==> config.mk <==
export PLATFORM = sky130hd
export DESIGN_NAME = arcade_input_hub
export DESIGN_NICKNAME = d
export VERILOG_FILES = /design/src/rtl/arcade_input_pkg.sv /design/src/rtl/arcade_coin_stretch.sv /design/src/rtl/arcade_input_hub.sv
export SDC_FILE = /design/constraint.sdc
export NUM_CORES = 1
export LEC_CHECK = 0
export CAP_MARGIN = 20
export CORE_MARGIN = 2
export CORE_UTILIZATION = 45
export DETAILED_ROUTE_END_ITERATION = 10
export PLACE_DENSITY = 0.75
export RECOVER_POWER = 50
export SLEW_MARGIN = 30
export SYNTH_ARGS = -nofsm -noshare
export SYNTH_HDL_FRONTEND = slang
export SYNTH_SLANG_ARGS = --single-unit
export TNS_END_PERCENT = 50
==> constraint.sdc <==
create_clock -name clk_sys -period 2.9 [get_ports clk_sys]
set_input_delay 0.58 -clock clk_sys [delete_from_list [all_inputs] [get_ports clk_sys]]
set_output_delay 0.58 -clock clk_sys [all_outputs]
set_load 0.005 [all_outputs]
==> src/rtl/arcade_input_pkg.sv <==
// rtl/arcade_input_pkg.sv - shared constants, key map and coin FSM types for the input hub
//
// Purpose : button bit positions, PS/2 scan codes per player, coin stretcher
//           state enum and the scan-code decoder used by arcade_input_hub.
// Ports   : none (package).
package arcade_input_pkg;

   localparam int PLAYERS_MAX = 4;

   // Button bit positions inside each player's 8-bit vector
   localparam int BTN_R     = 0;
   localparam int BTN_L     = 1;
   localparam int BTN_D     = 2;
   localparam int BTN_U     = 3;
   localparam int BTN_F1    = 4;
   localparam int BTN_F2    = 5;
   localparam int BTN_START = 6;
   localparam int BTN_COIN  = 7;

   // Player 0 (arrows match with or without the extended prefix)
   localparam logic [8:0] KEY_P0_U    = 9'h075;
   localparam logic [8:0] KEY_P0_D    = 9'h072;
   localparam logic [8:0] KEY_P0_L    = 9'h06B;
   localparam logic [8:0] KEY_P0_R    = 9'h074;
   localparam logic [8:0] KEY_P0_F1A  = 9'h029;
   localparam logic [8:0] KEY_P0_F1B  = 9'h014;
   localparam logic [8:0] KEY_P0_F2   = 9'h011;
   localparam logic [8:0] KEY_P0_STA  = 9'h016;
   localparam logic [8:0] KEY_P0_STB  = 9'h005;
   localparam logic [8:0] KEY_P0_COIN = 9'h02E;

   // Player 1
   localparam logic [8:0] KEY_P1_U    = 9'h02D;
   localparam logic [8:0] KEY_P1_D    = 9'h02B;
   localparam logic [8:0] KEY_P1_L    = 9'h023;
   localparam logic [8:0] KEY_P1_R    = 9'h034;
   localparam logic [8:0] KEY_P1_F1   = 9'h01C;
   localparam logic [8:0] KEY_P1_F2   = 9'h01B;
   localparam logic [8:0] KEY_P1_STA  = 9'h01E;
   localparam logic [8:0] KEY_P1_STB  = 9'h006;
   localparam logic [8:0] KEY_P1_COIN = 9'h036;

   // Player 2
   localparam logic [8:0] KEY_P2_U    = 9'h043;
   localparam logic [8:0] KEY_P2_D    = 9'h042;
   localparam logic [8:0] KEY_P2_L    = 9'h03B;
   localparam logic [8:0] KEY_P2_R    = 9'h04B;
   localparam logic [8:0] KEY_P2_F1   = 9'h03A;
   localparam logic [8:0] KEY_P2_F2   = 9'h031;
   localparam logic [8:0] KEY_P2_ST   = 9'h026;
   localparam logic [8:0] KEY_P2_COIN = 9'h03D;

   // Player 3
   localparam logic [8:0] KEY_P3_U    = 9'h044;
   localparam logic [8:0] KEY_P3_D    = 9'h04D;
   localparam logic [8:0] KEY_P3_L    = 9'h054;
   localparam logic [8:0] KEY_P3_R    = 9'h05B;
   localparam logic [8:0] KEY_P3_F1   = 9'h049;
   localparam logic [8:0] KEY_P3_F2   = 9'h041;
   localparam logic [8:0] KEY_P3_ST   = 9'h025;
   localparam logic [8:0] KEY_P3_COIN = 9'h03E;

   // Service / test key
   localparam logic [8:0] KEY_TEST    = 9'h02C;

   typedef enum logic [1:0] {
      COIN_IDLE     = 2'd0,
      COIN_HOLD     = 2'd1,
      COIN_WAIT_REL = 2'd2
   } coin_state_e;

   typedef struct packed {
      logic       hit;      // code maps to a player button
      logic [1:0] player;
      logic [2:0] bit_idx;
      logic       test;     // code is the test key
   } key_hit_t;

   function automatic key_hit_t key_hit(input logic [1:0] player, input int bit_idx);
      key_hit_t h;
      h.hit     = 1'b1;
      h.player  = player;
      h.bit_idx = 3'(bit_idx);
      h.test    = 1'b0;
      return h;
   endfunction

   function automatic key_hit_t key_decode(input logic [8:0] code);
      key_hit_t h;
      h = '0;
      case (code)
         KEY_P0_F1A, KEY_P0_F1B: h = key_hit(2'd0, BTN_F1);
         KEY_P0_F2:              h = key_hit(2'd0, BTN_F2);
         KEY_P0_STA, KEY_P0_STB: h = key_hit(2'd0, BTN_START);
         KEY_P0_COIN:            h = key_hit(2'd0, BTN_COIN);
         KEY_P1_U:               h = key_hit(2'd1, BTN_U);
         KEY_P1_D:               h = key_hit(2'd1, BTN_D);
         KEY_P1_L:               h = key_hit(2'd1, BTN_L);
         KEY_P1_R:               h = key_hit(2'd1, BTN_R);
         KEY_P1_F1:              h = key_hit(2'd1, BTN_F1);
         KEY_P1_F2:              h = key_hit(2'd1, BTN_F2);
         KEY_P1_STA, KEY_P1_STB: h = key_hit(2'd1, BTN_START);
         KEY_P1_COIN:            h = key_hit(2'd1, BTN_COIN);
         KEY_P2_U:               h = key_hit(2'd2, BTN_U);
         KEY_P2_D:               h = key_hit(2'd2, BTN_D);
         KEY_P2_L:               h = key_hit(2'd2, BTN_L);
         KEY_P2_R:               h = key_hit(2'd2, BTN_R);
         KEY_P2_F1:              h = key_hit(2'd2, BTN_F1);
         KEY_P2_F2:              h = key_hit(2'd2, BTN_F2);
         KEY_P2_ST:              h = key_hit(2'd2, BTN_START);
         KEY_P2_COIN:            h = key_hit(2'd2, BTN_COIN);
         KEY_P3_U:               h = key_hit(2'd3, BTN_U);
         KEY_P3_D:               h = key_hit(2'd3, BTN_D);
         KEY_P3_L:               h = key_hit(2'd3, BTN_L);
         KEY_P3_R:               h = key_hit(2'd3, BTN_R);
         KEY_P3_F1:              h = key_hit(2'd3, BTN_F1);
         KEY_P3_F2:              h = key_hit(2'd3, BTN_F2);
         KEY_P3_ST:              h = key_hit(2'd3, BTN_START);
         KEY_P3_COIN:            h = key_hit(2'd3, BTN_COIN);
         KEY_TEST:               h.test = 1'b1;
         default:                h = '0;
      endcase
      // Arrow keys arrive with or without the E0 prefix, so bit 8 is ignored
      if (code[7:0] == KEY_P0_U[7:0]) h = key_hit(2'd0, BTN_U);
      if (code[7:0] == KEY_P0_D[7:0]) h = key_hit(2'd0, BTN_D);
      if (code[7:0] == KEY_P0_L[7:0]) h = key_hit(2'd0, BTN_L);
      if (code[7:0] == KEY_P0_R[7:0]) h = key_hit(2'd0, BTN_R);
      return h;
   endfunction

endpackage

==> src/rtl/arcade_coin_stretch.sv <==
// rtl/arcade_coin_stretch.sv - per-player coin pulse stretcher
//
// Purpose : turns a raw coin level into a pulse at least COIN_PULSE_CYC
//           cycles long; a coin held longer than that passes through until
//           released. Output is registered, so it lines up with the other
//           registered button bits.
// Ports   : clk_sys  - system clock
//           reset    - synchronous active-high reset
//           coin_raw - merged raw coin level (key | joystick)
//           coin_out - stretched coin level
module arcade_coin_stretch
   import arcade_input_pkg::*;
#(
   parameter int COIN_PULSE_CYC = 1200000
) (
   input  logic clk_sys,
   input  logic reset,
   input  logic coin_raw,
   output logic coin_out
);

   localparam int               CNT_W    = $clog2(COIN_PULSE_CYC + 1);
   localparam logic [CNT_W-1:0] CNT_LOAD = CNT_W'(COIN_PULSE_CYC - 1);

   coin_state_e      state_q, state_d;
   logic [CNT_W-1:0] cnt_q, cnt_d;
   logic             coin_q, coin_d;
   logic             prev_q;

   always_comb begin
      state_d = state_q;
      cnt_d   = cnt_q;
      coin_d  = coin_q;
      case (state_q)
         COIN_IDLE: begin
            if (coin_raw && !prev_q) begin
               state_d = COIN_HOLD;
               cnt_d   = CNT_LOAD;
               coin_d  = 1'b1;
            end else begin
               coin_d  = 1'b0;
            end
         end
         COIN_HOLD: begin
            // Counter reaches zero on the last cycle of the minimum pulse
            if (cnt_q == '0) begin
               if (coin_raw) begin
                  state_d = COIN_WAIT_REL;
                  coin_d  = 1'b1;
               end else begin
                  state_d = COIN_IDLE;
                  coin_d  = 1'b0;
               end
            end else begin
               cnt_d  = cnt_q - CNT_W'(1);
               coin_d = 1'b1;
            end
         end
         COIN_WAIT_REL: begin
            coin_d = coin_raw;
            if (!coin_raw) state_d = COIN_IDLE;
         end
         default: begin
            state_d = COIN_IDLE;
            coin_d  = 1'b0;
         end
      endcase
   end

   always_ff @(posedge clk_sys) begin
      if (reset) begin
         state_q <= COIN_IDLE;
         cnt_q   <= '0;
         coin_q  <= 1'b0;
         prev_q  <= 1'b0;
      end else begin
         state_q <= state_d;
         cnt_q   <= cnt_d;
         coin_q  <= coin_d;
         prev_q  <= coin_raw;
      end
   end

   assign coin_out = coin_q;

endmodule

==> src/rtl/arcade_input_hub.sv <==
// rtl/arcade_input_hub.sv - PS/2 + joystick + DIP download front-end for arcade cores
//
// Purpose : merges PS/2 key events and per-player joystick words into
//           registered, direction-cleaned button vectors with stretched coin,
//           and captures DIP bytes from the MRA download stream.
// Build   : define INPUT_COMBO_COIN_EN to also derive coin from start+fire2.
// Ports   : clk_sys     - system clock
//           reset       - synchronous active-high reset (DIPs are kept)
//           ps2_key     - [10] toggle, [9] pressed, [8:0] scan code
//           joy         - per-player 16-bit joystick words
//           ioctl_wr / ioctl_index / ioctl_addr / ioctl_dout - download bus
//           btn_out     - per-player 8-bit active-high buttons
//           test        - service/test key state
//           dip         - DIP byte bank, byte n at [8n+7:8n]
//           dip_valid   - a DIP byte has been written since power-up
module arcade_input_hub
   import arcade_input_pkg::*;
#(
   parameter int PLAYERS        = 2,
   parameter int DIP_BYTES      = 8,
   parameter int DIP_INDEX      = 254,
   parameter int COIN_PULSE_CYC = 1200000
) (
   input  logic                   clk_sys,
   input  logic                   reset,
   input  logic [10:0]            ps2_key,
   input  logic [PLAYERS*16-1:0]  joy,
   input  logic                   ioctl_wr,
   input  logic [7:0]             ioctl_index,
   input  logic [24:0]            ioctl_addr,
   input  logic [7:0]             ioctl_dout,
   output logic [PLAYERS*8-1:0]   btn_out,
   output logic                   test,
   output logic [DIP_BYTES*8-1:0] dip,
   output logic                   dip_valid
);

   logic                   toggle_q, toggle_d;
   logic                   key_event;
   key_hit_t               hit;
   logic [PLAYERS*8-1:0]   key_q, key_d;
   logic                   test_q, test_d;
   logic [PLAYERS*8-1:0]   btn_q, btn_d;
   logic [PLAYERS-1:0]     coin_raw;
   logic [PLAYERS-1:0]     coin_out;
   logic [7:0]             raw;
   logic [7:0]             clean;
`ifdef INPUT_COMBO_COIN_EN
   logic                   combo;
`endif
   logic [PLAYERS*8-1:0]   unused_joy_hi;

   // DIPs survive reset; they only take their power-up value once
   logic [DIP_BYTES*8-1:0] dip_q = {DIP_BYTES{8'hFF}};
   logic [DIP_BYTES*8-1:0] dip_d;
   logic                   dip_valid_q = 1'b0;
   logic                   dip_valid_d;
   logic                   dip_wr;

   // ------------------------------------------------------------------
   // Key events: one per toggle change of ps2_key[10]
   // ------------------------------------------------------------------
   always_comb begin
      toggle_d  = ps2_key[10];
      key_event = (toggle_q != ps2_key[10]);
      hit       = key_decode(ps2_key[8:0]);
   end

   always_comb begin
      key_d  = key_q;
      test_d = test_q;
      if (key_event) begin
         if (hit.test) test_d = ps2_key[9];
         for (int p = 0; p < PLAYERS; p++) begin
            if (hit.hit && (hit.player == 2'(p))) begin
               key_d[8*p + int'(hit.bit_idx)] = ps2_key[9];
            end
         end
      end
   end

   // ------------------------------------------------------------------
   // Merge, combo coin and opposite-direction cleaning
   // ------------------------------------------------------------------
   always_comb begin
      btn_d    = '0;
      coin_raw = '0;
      raw      = '0;
      clean    = '0;
`ifdef INPUT_COMBO_COIN_EN
      combo    = 1'b0;
`endif
      for (int p = 0; p < PLAYERS; p++) begin
         raw = key_q[8*p +: 8] | joy[16*p +: 8];
`ifdef INPUT_COMBO_COIN_EN
         // Pads without a coin button insert coin with start+fire2; those
         // two buttons are hidden from the core while the combo is held
         combo       = raw[BTN_START] & raw[BTN_F2];
         coin_raw[p] = raw[BTN_COIN] | combo;
         if (combo) begin
            raw[BTN_START] = 1'b0;
            raw[BTN_F2]    = 1'b0;
         end
`else
         coin_raw[p] = raw[BTN_COIN];
`endif
         clean = raw;
         if (raw[BTN_L] && raw[BTN_R]) begin
            clean[BTN_L] = 1'b0;
            clean[BTN_R] = 1'b0;
         end
         if (raw[BTN_U] && raw[BTN_D]) begin
            clean[BTN_U] = 1'b0;
            clean[BTN_D] = 1'b0;
         end
         // Coin comes from the stretcher, which is registered on its own
         clean[BTN_COIN] = 1'b0;
         btn_d[8*p +: 8] = clean;
      end
   end

   always_comb begin
      unused_joy_hi = '0;
      for (int p = 0; p < PLAYERS; p++) begin
         unused_joy_hi[8*p +: 8] = joy[16*p + 8 +: 8];
      end
   end

   for (genvar p = 0; p < PLAYERS; p++) begin : g_coin
      arcade_coin_stretch #(
         .COIN_PULSE_CYC (COIN_PULSE_CYC)
      ) u_coin (
         .clk_sys  (clk_sys),
         .reset    (reset),
         .coin_raw (coin_raw[p]),
         .coin_out (coin_out[p])
      );
   end

   // ------------------------------------------------------------------
   // DIP capture from the download stream
   // ------------------------------------------------------------------
   always_comb begin
      dip_d       = dip_q;
      dip_valid_d = dip_valid_q;
      dip_wr      = ioctl_wr && (ioctl_index == 8'(DIP_INDEX)) &&
                    (ioctl_addr < 25'(DIP_BYTES));
      if (dip_wr) begin
         dip_valid_d = 1'b1;
         for (int n = 0; n < DIP_BYTES; n++) begin
            if (ioctl_addr == 25'(n)) dip_d[8*n +: 8] = ioctl_dout;
         end
      end
   end

   // ------------------------------------------------------------------
   // Registers
   // ------------------------------------------------------------------
   always_ff @(posedge clk_sys) begin
      // Toggle tracks the bus even in reset so an event seen during reset
      // is consumed rather than replayed afterwards
      toggle_q    <= toggle_d;
      dip_q       <= dip_d;
      dip_valid_q <= dip_valid_d;
      if (reset) begin
         key_q  <= '0;
         test_q <= 1'b0;
         btn_q  <= '0;
      end else begin
         key_q  <= key_d;
         test_q <= test_d;
         btn_q  <= btn_d;
      end
   end

   always_comb begin
      btn_out = btn_q;
      for (int p = 0; p < PLAYERS; p++) begin
         btn_out[8*p + BTN_COIN] = coin_out[p];
      end
   end

   assign test      = test_q;
   assign dip       = dip_q;
   assign dip_valid = dip_valid_q;

endmodule

==> Yosys cells after proc, flatten, opt, wreduce, memory -nomap -nowiden <==
Cells that the tools add are included.
{ "op_classes": {"add_sub_neg": 3, "n_mux": 39, "order_cmp": 5, "n_eq_ne": 58, "n_reduce_logical": 42, "bitwise": 2} }
{ "ops": {"columns": ["cell", "count"], "rows": [
  ["one-hot mux 6 bit (28 select lines)", 1],
  ["equality test 9 x 6 -> 1 bit (second input constant)", 15],
  ["equality test 25 x 3 -> 1 bit (second input constant)", 4],
  ["two-way mux 21 bit", 4],
  ["one-hot mux 21 bit (2 select lines)", 2],
  ["equality test 9 x 7 -> 1 bit (second input constant)", 9],
  ["equality test 9 x 5 -> 1 bit (second input constant)", 6],
  ["equality test 25 x 2 -> 1 bit (second input constant)", 2],
  ["two-way mux 16 bit", 3],
  ["zero test 21 bit", 2],
  ["subtractor 21 x 1 -> 21 bit (second input constant)", 2],
  ["bitwise mux 16 bit", 2],
  ["equality test 8 x 7 -> 1 bit (second input constant)", 4],
  ["two-way mux 7 bit", 4],
  ["equality test 25 x 1 -> 1 bit (second input constant)", 1],
  ["zero test 25 bit", 1],
  ["< comparator 25 x 4 -> 1 bit (second input constant)", 1],
  ["equality test 9 x 3 -> 1 bit (second input constant)", 2],
  ["AND reduction 2 bit", 9],
  ["two-way mux 2 bit", 8],
  ["OR 8 bit", 2],
  ["OR reduction 2 bit", 7],
  ["logical AND 1 bit", 12],
  ["one-hot mux 2 bit (3 select lines)", 2],
  ["19 further kinds", 44]
]} }
{ "totals": {"inputBits": 87, "regBits": 146, "out_inout_bits": 82} }

==> Longest topological paths before layout <==
Gate-level depths: netlist of the first run.
{ "logic_depth": {"depth_word": 16, "mapped_depth": 10, "mapped_depth_nobuf": 8} }

==> Modules after synthesis <==
Synthesis of the first run repeated with hierarchy kept, for this count alone.
{ "unflattened": {"hier_cells": 619, "hier_area_um2": 6533.8} }
{ "by_module_without_submodules": {"columns": ["module", "area_per_inst_um2", "seq_area_each_um2", "cells_each", "n_inst"], "rows": [
  ["arcade_input_hub", 3957.5, 2562.5, 316, 1],
  ["arcade_coin_stretch at g_coin[1].u_coin", 1295.0, 500.5, 152, 1],
  ["arcade_coin_stretch at g_coin[0].u_coin", 1281.2, 500.5, 151, 1]
]} }

==> Least setup slack after synthesis of the first run <==
Ideal clock, no wire load.
{ "synth_timing": {"path_type": "in2reg", "start": "input port ioctl_addr[7]", "end": "register dip_q[0], in the netlist dip[0], enable pin", "required_time_ns": 2.517, "t_arrival_ns": 2.191, "setup_time_ns": 0.383, "path_buffers": 0, "cell_stages": 5, "slack_ns": 0.326, "path_cell_list": "or4_1 -> nor4_1 -> and4_1 -> nand2b_1 -> nor3_1"} }
{ "synth_between": {"elab_chain_len": 3} }
{ "synth_lines": {"columns": ["element", "line_no", "rtl"], "rows": [
  ["from (decl)", "arcade_input_hub.sv:30", "input logic [24:0] ioctl_addr,"],
  ["< comparator 25 x 4 -> 1 bit", "arcade_input_hub.sv:147", "(ioctl_addr < 25'(DIP_BYTES));"],
  ["logical AND 1 bit", "arcade_input_hub.sv:146", "dip_wr = ioctl_wr && (ioctl_index == 8'(DIP_INDEX)) &&"],
  ["AND reduction 2 bit (no line) *", null, null],
  ["to (signal assigned)", "arcade_input_hub.sv:163", "dip_q <= dip_d;"],
  ["to (decl)", "arcade_input_hub.sv:54", "logic [DIP_BYTES*8-1:0] dip_q = {DIP_BYTES{8'hFF}};"]
]} }
Mark *: on every way between the ends. The rest lies on a longest branch, timed or not.
A chain may end at the register's enable or synchronous reset.

==> Worst setup path after layout of the first run <==
{ "layout_timing": {"start": "register g_coin[1].u_coin.cnt_q[12]", "end": "register g_coin[1].u_coin.cnt_q[6]"} }
{ "layout_between": {"elab_chain_len": 3} }
{ "layout_lines": {"columns": ["element", "line_no", "rtl"], "rows": [
  ["from (decl)", "arcade_coin_stretch.sv:26", "logic [CNT_W-1:0] cnt_q, cnt_d;"],
  ["from (signal assigned)", "arcade_coin_stretch.sv:78", "cnt_q <= cnt_d;"],
  ["zero test 21 bit", "arcade_coin_stretch.sv:46", "if (cnt_q == '0) begin"],
  ["!= test 2 bit (no line)", null, null],
  ["AND reduction 3 bit (no line)", null, null]
]} }
No other way between the ends.

==> results.md, run 1 <==
- Fillcell total: 1,090
- Yosys top cell area share: 0.305
- Largest net degree at the start of global routing: 28
- Gate power share: 0.115
- Pwr dens: 572 nW/um^2
- Syn Area/Cell: 10.8 um^2
- Post-synthesis cell type count: 64
- IO Count: 169
- Detailed Routing Iterations Pass 1: 5
- Post-Layout Cell Count: 963
- Final Hold Fails: 0
- Hold_buf cts: 0
- Site Rows: 43
- Tcrit/Tclk final: 0.934
- First-pass GRT wire length: 24,100 um
- Max VDD drop: 410 uV
- Internal cell power: 3.86 mW
- DIE HEIGHT: 122 um
- Sw Ratio: 0.240
- Root buffer cell: clkbuf_16
- Final ANT Viol Nets: 0
- # clock sinks: 146
- Clock-pin slew on the worst setup and hold paths: 0.06 ns
- CP arrival: 2.96 ns
- Post CTS Setup Buffer Count: 0
- DIE WIDTH: 122 um
- Number of port buffers: 151
- Yosys synthesis warning count: 0
- Rel. slew slack: 0.217
- CP endpoint kind: flip-flop
- Post-DP HPWL: 11,200 um
- Vias in the first global route: 4,986
- Synth Flop Type: dfxtp_1
- Slew Viols, Final: 0
- Post-Syn Area: 6310 um^2
- Max Fclk: 0.369 GHz
- Top post-synthesis cells by area: edfxtp_1 30%, dfxtp_1 26%, nor2_1 4.0%
- Remaining DRCs: 0
- Crit path max fanout: 5
- # Max-Cap Violations: 0
- Worst Setup Start Kind: flip-flop
- Crit path time final: 2.71 ns
- CP Class: flip-flop to flip-flop
- Endpoints failing setup: 0
- CTS tree: done
- Pwr Total: 5.08 mW
- FFs w/ async S/R, synth: 0
- Vias: 5,187
- Routed WL per cell: 16.1 um
- Skew final: 0.0192 ns
- Sw Pwr: 1.22 mW
- Sequential Power Share: 0.447
- Unrepaired setup endpoints after global routing: false
- Die ar.: 15,000 um^2
- Nets@finish: 859
- Post-Route WL: 15,500 um
- Layout cell share with drive strength beyond 1: 0.124
- CP Data Required Time: 3.15 ns
- Worst-Margin Slew: 1.17 ns
- Placed Cells incl. Taps: 931
- Min-delay worst type: flip-flop to flip-flop
- Total grt overflow: 0
- Worst-Skew Late Latency: 0.42 ns
- Cells after Synth: 587
- Initial Utilization: 0.458
- Outcome: completed
- Antenna fix cells: 0
- Post-Syn Nets: 676
- DRT iter0 DRCs: 216
- GRT Resource Usage Total: 0.206
- Area Growth Syn to Fin: 40.7%
- Leak: 3.22 nW
- Antenna violations before repair: 0
- Seq/Total Area, Yosys: 0.565
- Vias per cell: 5.39
- Depth of the CTS H-tree: 4
- Number of flops mapped to enable cells by yosys: 64
- Synthesized flop and latch total: 146
- Clock buffer depth: 2
- Clk network pwr share: 0.438
- CTS Buf Count: 17
- Yosys top cell by area: edfxtp_1
- PostCTS Resize Cnt: 0
- Routability cong.: 0.882
- Core Region: 13,800 um^2
[Yosys cell counts (all sizes together), types with 4 or more instances]
library cell  number
a31oi              6
buf                8
clkbuf            28
nand2             17
nor2              67
nand4              7
a21oi             34
or4b               5
dfxtp             82
a211oi             8
nand3b             8
nand4b            15
nor4b              5
nand3             10
or3                6
mux2i             18
o31ai              4
and3               4
o21ai             10
xor2              15
edfxtp            64
or4               11
inv                7
nand2b            35
nor3b              6
nor3              24
nor2b              9
nor4              16
xnor2             14
[kinds of logic (layout without fill, tap and decap cells)]
group	Yosys count	count (layout)	synth area share
compound gates	88	88	0.0906
xor+xnor	29	29	0.0402
fa+ha+maj	2	2	0.00396
buf+inv	43	239	0.0280
flops	146	146	0.565
mux	19	19	0.0303
other cells	1	1	0.000594
simple gates	259	259	0.242
[area by class of cell]
class,instances,area (um^2),share of cell area
clock inverter,14,179,0.0202
sequential,146,3560,0.401
clock buffer,18,429,0.0483
tap,180,225,0.0254
multi-input combinational,398,2580,0.290
timing repair buffer,200,1880,0.212
inverter,7,26.3,0.00296
[cell usage in the layout (no fill, tap or decap), types with 8 or more instances in the layout]
master	Yosys	final
dfxtp_1	82	82
clkdlybuf4s50_1	0	77
dlygate4sd3_1	0	73
nor2_1	67	67
edfxtp_1	64	64
buf_4	3	46
nand2b_1	35	35
a21oi_1	33	33
nor3_1	23	23
mux2i_1	18	18
nand2_1	17	17
clkbuf_16	0	17
nor4_1	16	16
nand4b_1	15	15
xor2_1	15	15
xnor2_1	14	14
or4_1	10	10
nand3_1	10	10
o21ai_0	10	10
nor2b_1	9	9
nand3b_1	8	8
a211oi_1	8	8
[final timing paths]
path	slack, ns	to	from	depth (start not counted)
setup / recovery	0.19	g_coin[1].u_coin.cnt_q[6]	g_coin[1].u_coin.cnt_q[12]	6
setup reg to reg	0.19	g_coin[1].u_coin.cnt_q[6]	g_coin[1].u_coin.cnt_q[12]	6
hold / removal	0.45	btn_q[9]	key_q[8]	1
hold reg to reg	0.45	btn_q[9]	key_q[8]	1
[state kept, by name, summed over array words and instances, names as in the netlist]
signal,flops
btn_q,14
dip,64
g_coin.u_coin.cnt_q,42
g_coin.u_coin.coin_out,2
g_coin.u_coin.prev_q,2
g_coin.u_coin.state_q,4
key_q,16
test,1
toggle_q,1
[per-stage QoR]
step | utilization | setup slack, ns | TNS, ns | hold slack (ns) | cell area, um^2
6_report | 0.645 | 0.192 | 0 | 0.448 | 8880
5_1_grt | 0.645 | 0.0857 | 0 | 0.495 | 8880
4_1_cts | 0.645 | 0.219 | 0 | 0.453 | 8880
3_5_place_dp | 0.601 | -0.180 | -1.66 | 0.444 | 8270
3_3_place_gp | 0.601 | -0.134 | -1.29 | 0.433 | 8270
2_1_floorplan | - | 0.326 | 0 | 0.415 | 6310
[critical path: stages (launching register included)]
cell and delay, ns:
dfxtp_1 0.33, or4_1 0.61, or4b_2 0.70, o31ai_2 0.48, nor4_1 0.12, xnor2_1 0.20
a21oi_1 0.10
[routing by layer]
metal,wire length [um],track usage,vias up
met4,163,0.0733,0
met5,0,0,-
met1,6450,0.238,2448
li1,-,-,2538
met2,7760,0.373,188
met3,1110,0.0469,13
[power by group through the flow]
stage	Sequential [mW]	Combinational, mW	Clock, mW
floorplan	2.30	0.335	0
global route	2.27	0.643	2.35
global placement	2.30	0.562	0
finish	2.27	0.584	2.23
CTS	2.27	0.586	2.26
detailed placement	2.31	0.581	0
No activity file was read; power rests on OpenSTA's default activity.
==> run 2, diff against run 1 <==
--- a/config.mk
+++ b/config.mk
@@ -6,9 +6,11 @@
 export NUM_CORES = 1
 export LEC_CHECK = 0
 export CAP_MARGIN = 20
-export CORE_MARGIN = 2
+export CORE_ASPECT_RATIO = 0.6
+export CORE_MARGIN = 3
 export CORE_UTILIZATION = 45
 export DETAILED_ROUTE_END_ITERATION = 10
+export HOLD_SLACK_MARGIN = 0.02
 export PLACE_DENSITY = 0.75
 export RECOVER_POWER = 50
 export SLEW_MARGIN = 30
==> run 2 against run 1 <==
  * Power grew 3.8%
  * Cell area up 1.5%
  * First-iteration DRC count grew 65%
  * Critical path type unchanged
  * Worst setup slack worse by 0.023 ns
  * Highest routed layer unchanged
  * Largest cell class unchanged
  * Flip-flop and latch count did not move
  * Sequential power about the same
  * Die area rose by 3.6%
==> results.md, run 2 (same netlist as run 1, synthesis figures left out) <==
- Worst-Skew Late Latency: 0.42 ns
- Die ar.: 15,500 um^2
- Area Growth Syn to Fin: 42.8%
- Fillcell total: 979
- CP Cell Sequence: or4_1 > nor4b_1 > nand4b_1 > a21oi_2 > nor4_1 > mux2_2
- DIE WIDTH: 159 um
- Detailed Routing Iterations Pass 1: 5
- Rel. slew slack: 0.0944
- Routed WL per cell: 17.6 um
- Worst-Margin Slew: 1.36 ns
- Max reg flops: 64
- DIE HEIGHT: 97.7 um
- Multi-input logic area: 2580 um^2
- Reg2reg start: g_coin[1].u_coin.cnt_q[12]
- DRT iter0 DRCs: 356
- Skew final: 0.00907 ns
- Nets@finish: 870
- Critical path's largest stage delay: 0.61 ns
- CP arrival: 3.04 ns
- Worst setup path end: g_coin[1].u_coin.cnt_q[13]
- Slowest-stage cell, CP: or4_1
- First-pass GRT wire length: 28,000 um
- Site Rows: 32
- Initial Utilization: 0.476
- Setup ws final: 0.169 ns
- IO Count: 169
- Storage element area: 3560 um^2
- Tcrit/Tclk final: 0.942
- Post CTS Setup Buffer Count: 0
- Vias per cell: 5.48
- Unrepaired setup endpoints after global routing: false
- Post-Route WL: 17,300 um
- CTS tree: done
- Worst slack, placed: -0.399 ns
- R2R Path End: g_coin[1].u_coin.cnt_q[13]
- Worst Setup Start Kind: flip-flop
- Post-DP HPWL: 12,700 um
- Final hold slack: 0.452 ns
- Crit path time final: 2.73 ns
- Core Region: 13,300 um^2
- Slew Viols, Final: 0
- Vias: 5,374
- Outcome: completed
- Routability cong.: 0.941
- Final Hold Fails: 0
- Final Core Density: 0.680
- Sw Pwr: 1.30 mW
- Crit path max fanout: 8
- # clock sinks: 146
- # Max-Cap Violations: 0
- CP Class: flip-flop to flip-flop
- Buf+Inv Stages, Crit Path: 0
- CP Data Required Time: 3.21 ns
- Clock buffer depth: 2
- R2r setup slk: 0.17 ns
- Clock-pin slew on the worst setup and hold paths: 0.07 ns
- Internal cell power: 3.97 mW
- Antenna violations before repair: 0
- Commonest non-fill, non-tap cell in the layout: dfxtp_1
- Total grt overflow: 0
- Delay-heaviest family, CP: simple AND/OR/NAND/NOR gates
- Most frequent cells in the layout: 82 x dfxtp_1, 76 x dlygate4sd3_1, 74 x clkdlybuf4s50_1
- Critical path depth: 6
- Antenna fix cells: 0
- Gate power share: 0.115
- Largest net degree at the start of global routing: 31
- CTS Buf Count: 17
- Min-delay worst type: flip-flop to flip-flop
- Depth of the CTS H-tree: 4
- Max VDD drop: 370 uV
- Endpoints failing setup: 0
- Layout cell share with drive strength beyond 1: 0.140
- Remaining DRCs: 0
- Final ANT Viol Nets: 0
- Sequential Power Share: 0.430
- Number of port buffers: 151
- Worst setup path startpoint: g_coin[1].u_coin.cnt_q[12]
- Root buffer cell: clkbuf_16
- Pwr dens: 585 nW/um^2
- Clk network pwr share: 0.455
- Sw Ratio: 0.247
- Vias in the first global route: 5,370
- Leak: 3.30 nW
- GRT Resource Usage Total: 0.224
- Max Fclk: 0.366 GHz
- Cells on worst reg2reg path: 6
- CP endpoint kind: flip-flop
-- run 2: changes by cell type in the layout (fill, tap and decap cells not counted), sizes merged --
cell,previous run,this run
buf,47,58
bufinv,3,4
clkbuf,21,20
clkdlybuf4s50,77,74
clkinv,3,0
clkinvlp,4,3
dlygate4sd3,73,76
inv,11,15
-- run 2: layout make-up --
class,count,share of cell area
multi-input combinational,398,0.287
timing repair buffer,211,0.218
inverter,7,0.00292
clock buffer,17,0.0472
tap,187,0.0260
clock inverter,15,0.0244
sequential,146,0.395
-- run 2: routing by layer --
metal	track usage	wire length, um	vias up	share of wire
li1	-	-	2568	-
met1	0.301	7800	2570	0.45
met2	0.358	8060	217	0.47
met3	0.0691	1220	19	0.071
met4	0.0585	201	0	0.012
met5	0	0	-	0
-- run 2: timing repair --
item                                    in CTS  in global routing
hold buffers                                 0                  0
endpoints found under the setup margin       0                 11
resized for setup                            0                  2
-- run 2: worst min path at each step --
stage / start / to / slack, ns / cells after the start
4_1_cts: key_q[10] / btn_q[11] / 0.45 / 1
2_1_floorplan: key_q[10] / btn_q[11] / 0.42 / 1
5_1_grt: key_q[10] / btn_q[11] / 0.47 / 1
3_5_place_dp: key_q[10] / btn_q[11] / 0.44 / 1
6_report: key_q[8] / btn_q[9] / 0.45 / 1
3_3_place_gp: key_q[10] / btn_q[11] / 0.43 / 1
-- run 2: per-stage QoR --
step	instances	setup TNS, ns	total power, mW	cell area, um^2
5_1_grt	981	0	5.46	9010
3_3_place_gp	949	-3.97	2.88	8360
6_report	981	0	5.27	9010
3_5_place_dp	949	-4.81	2.91	8360
4_1_cts	981	0	5.30	9010
2_1_floorplan	587	0	2.63	6310
-- run 2: power groups by stage --
stage	Clock (mW)	Sequential, mW	Combinational (mW)
detailed placement	0	2.31	0.597
floorplan	0	2.30	0.335
global route	2.52	2.27	0.665
global placement	0	2.30	0.574
CTS	2.44	2.27	0.602
finish	2.40	2.27	0.605
-- run 2: worst reg2reg max path: stages (launching register included) --
cell and delay, ns:
dfxtp_1 0.35, or4_1 0.61, nor4b_1 0.50, nand4b_1 0.34, a21oi_2 0.44, nor4_1 0.12, mux2_2 0.28
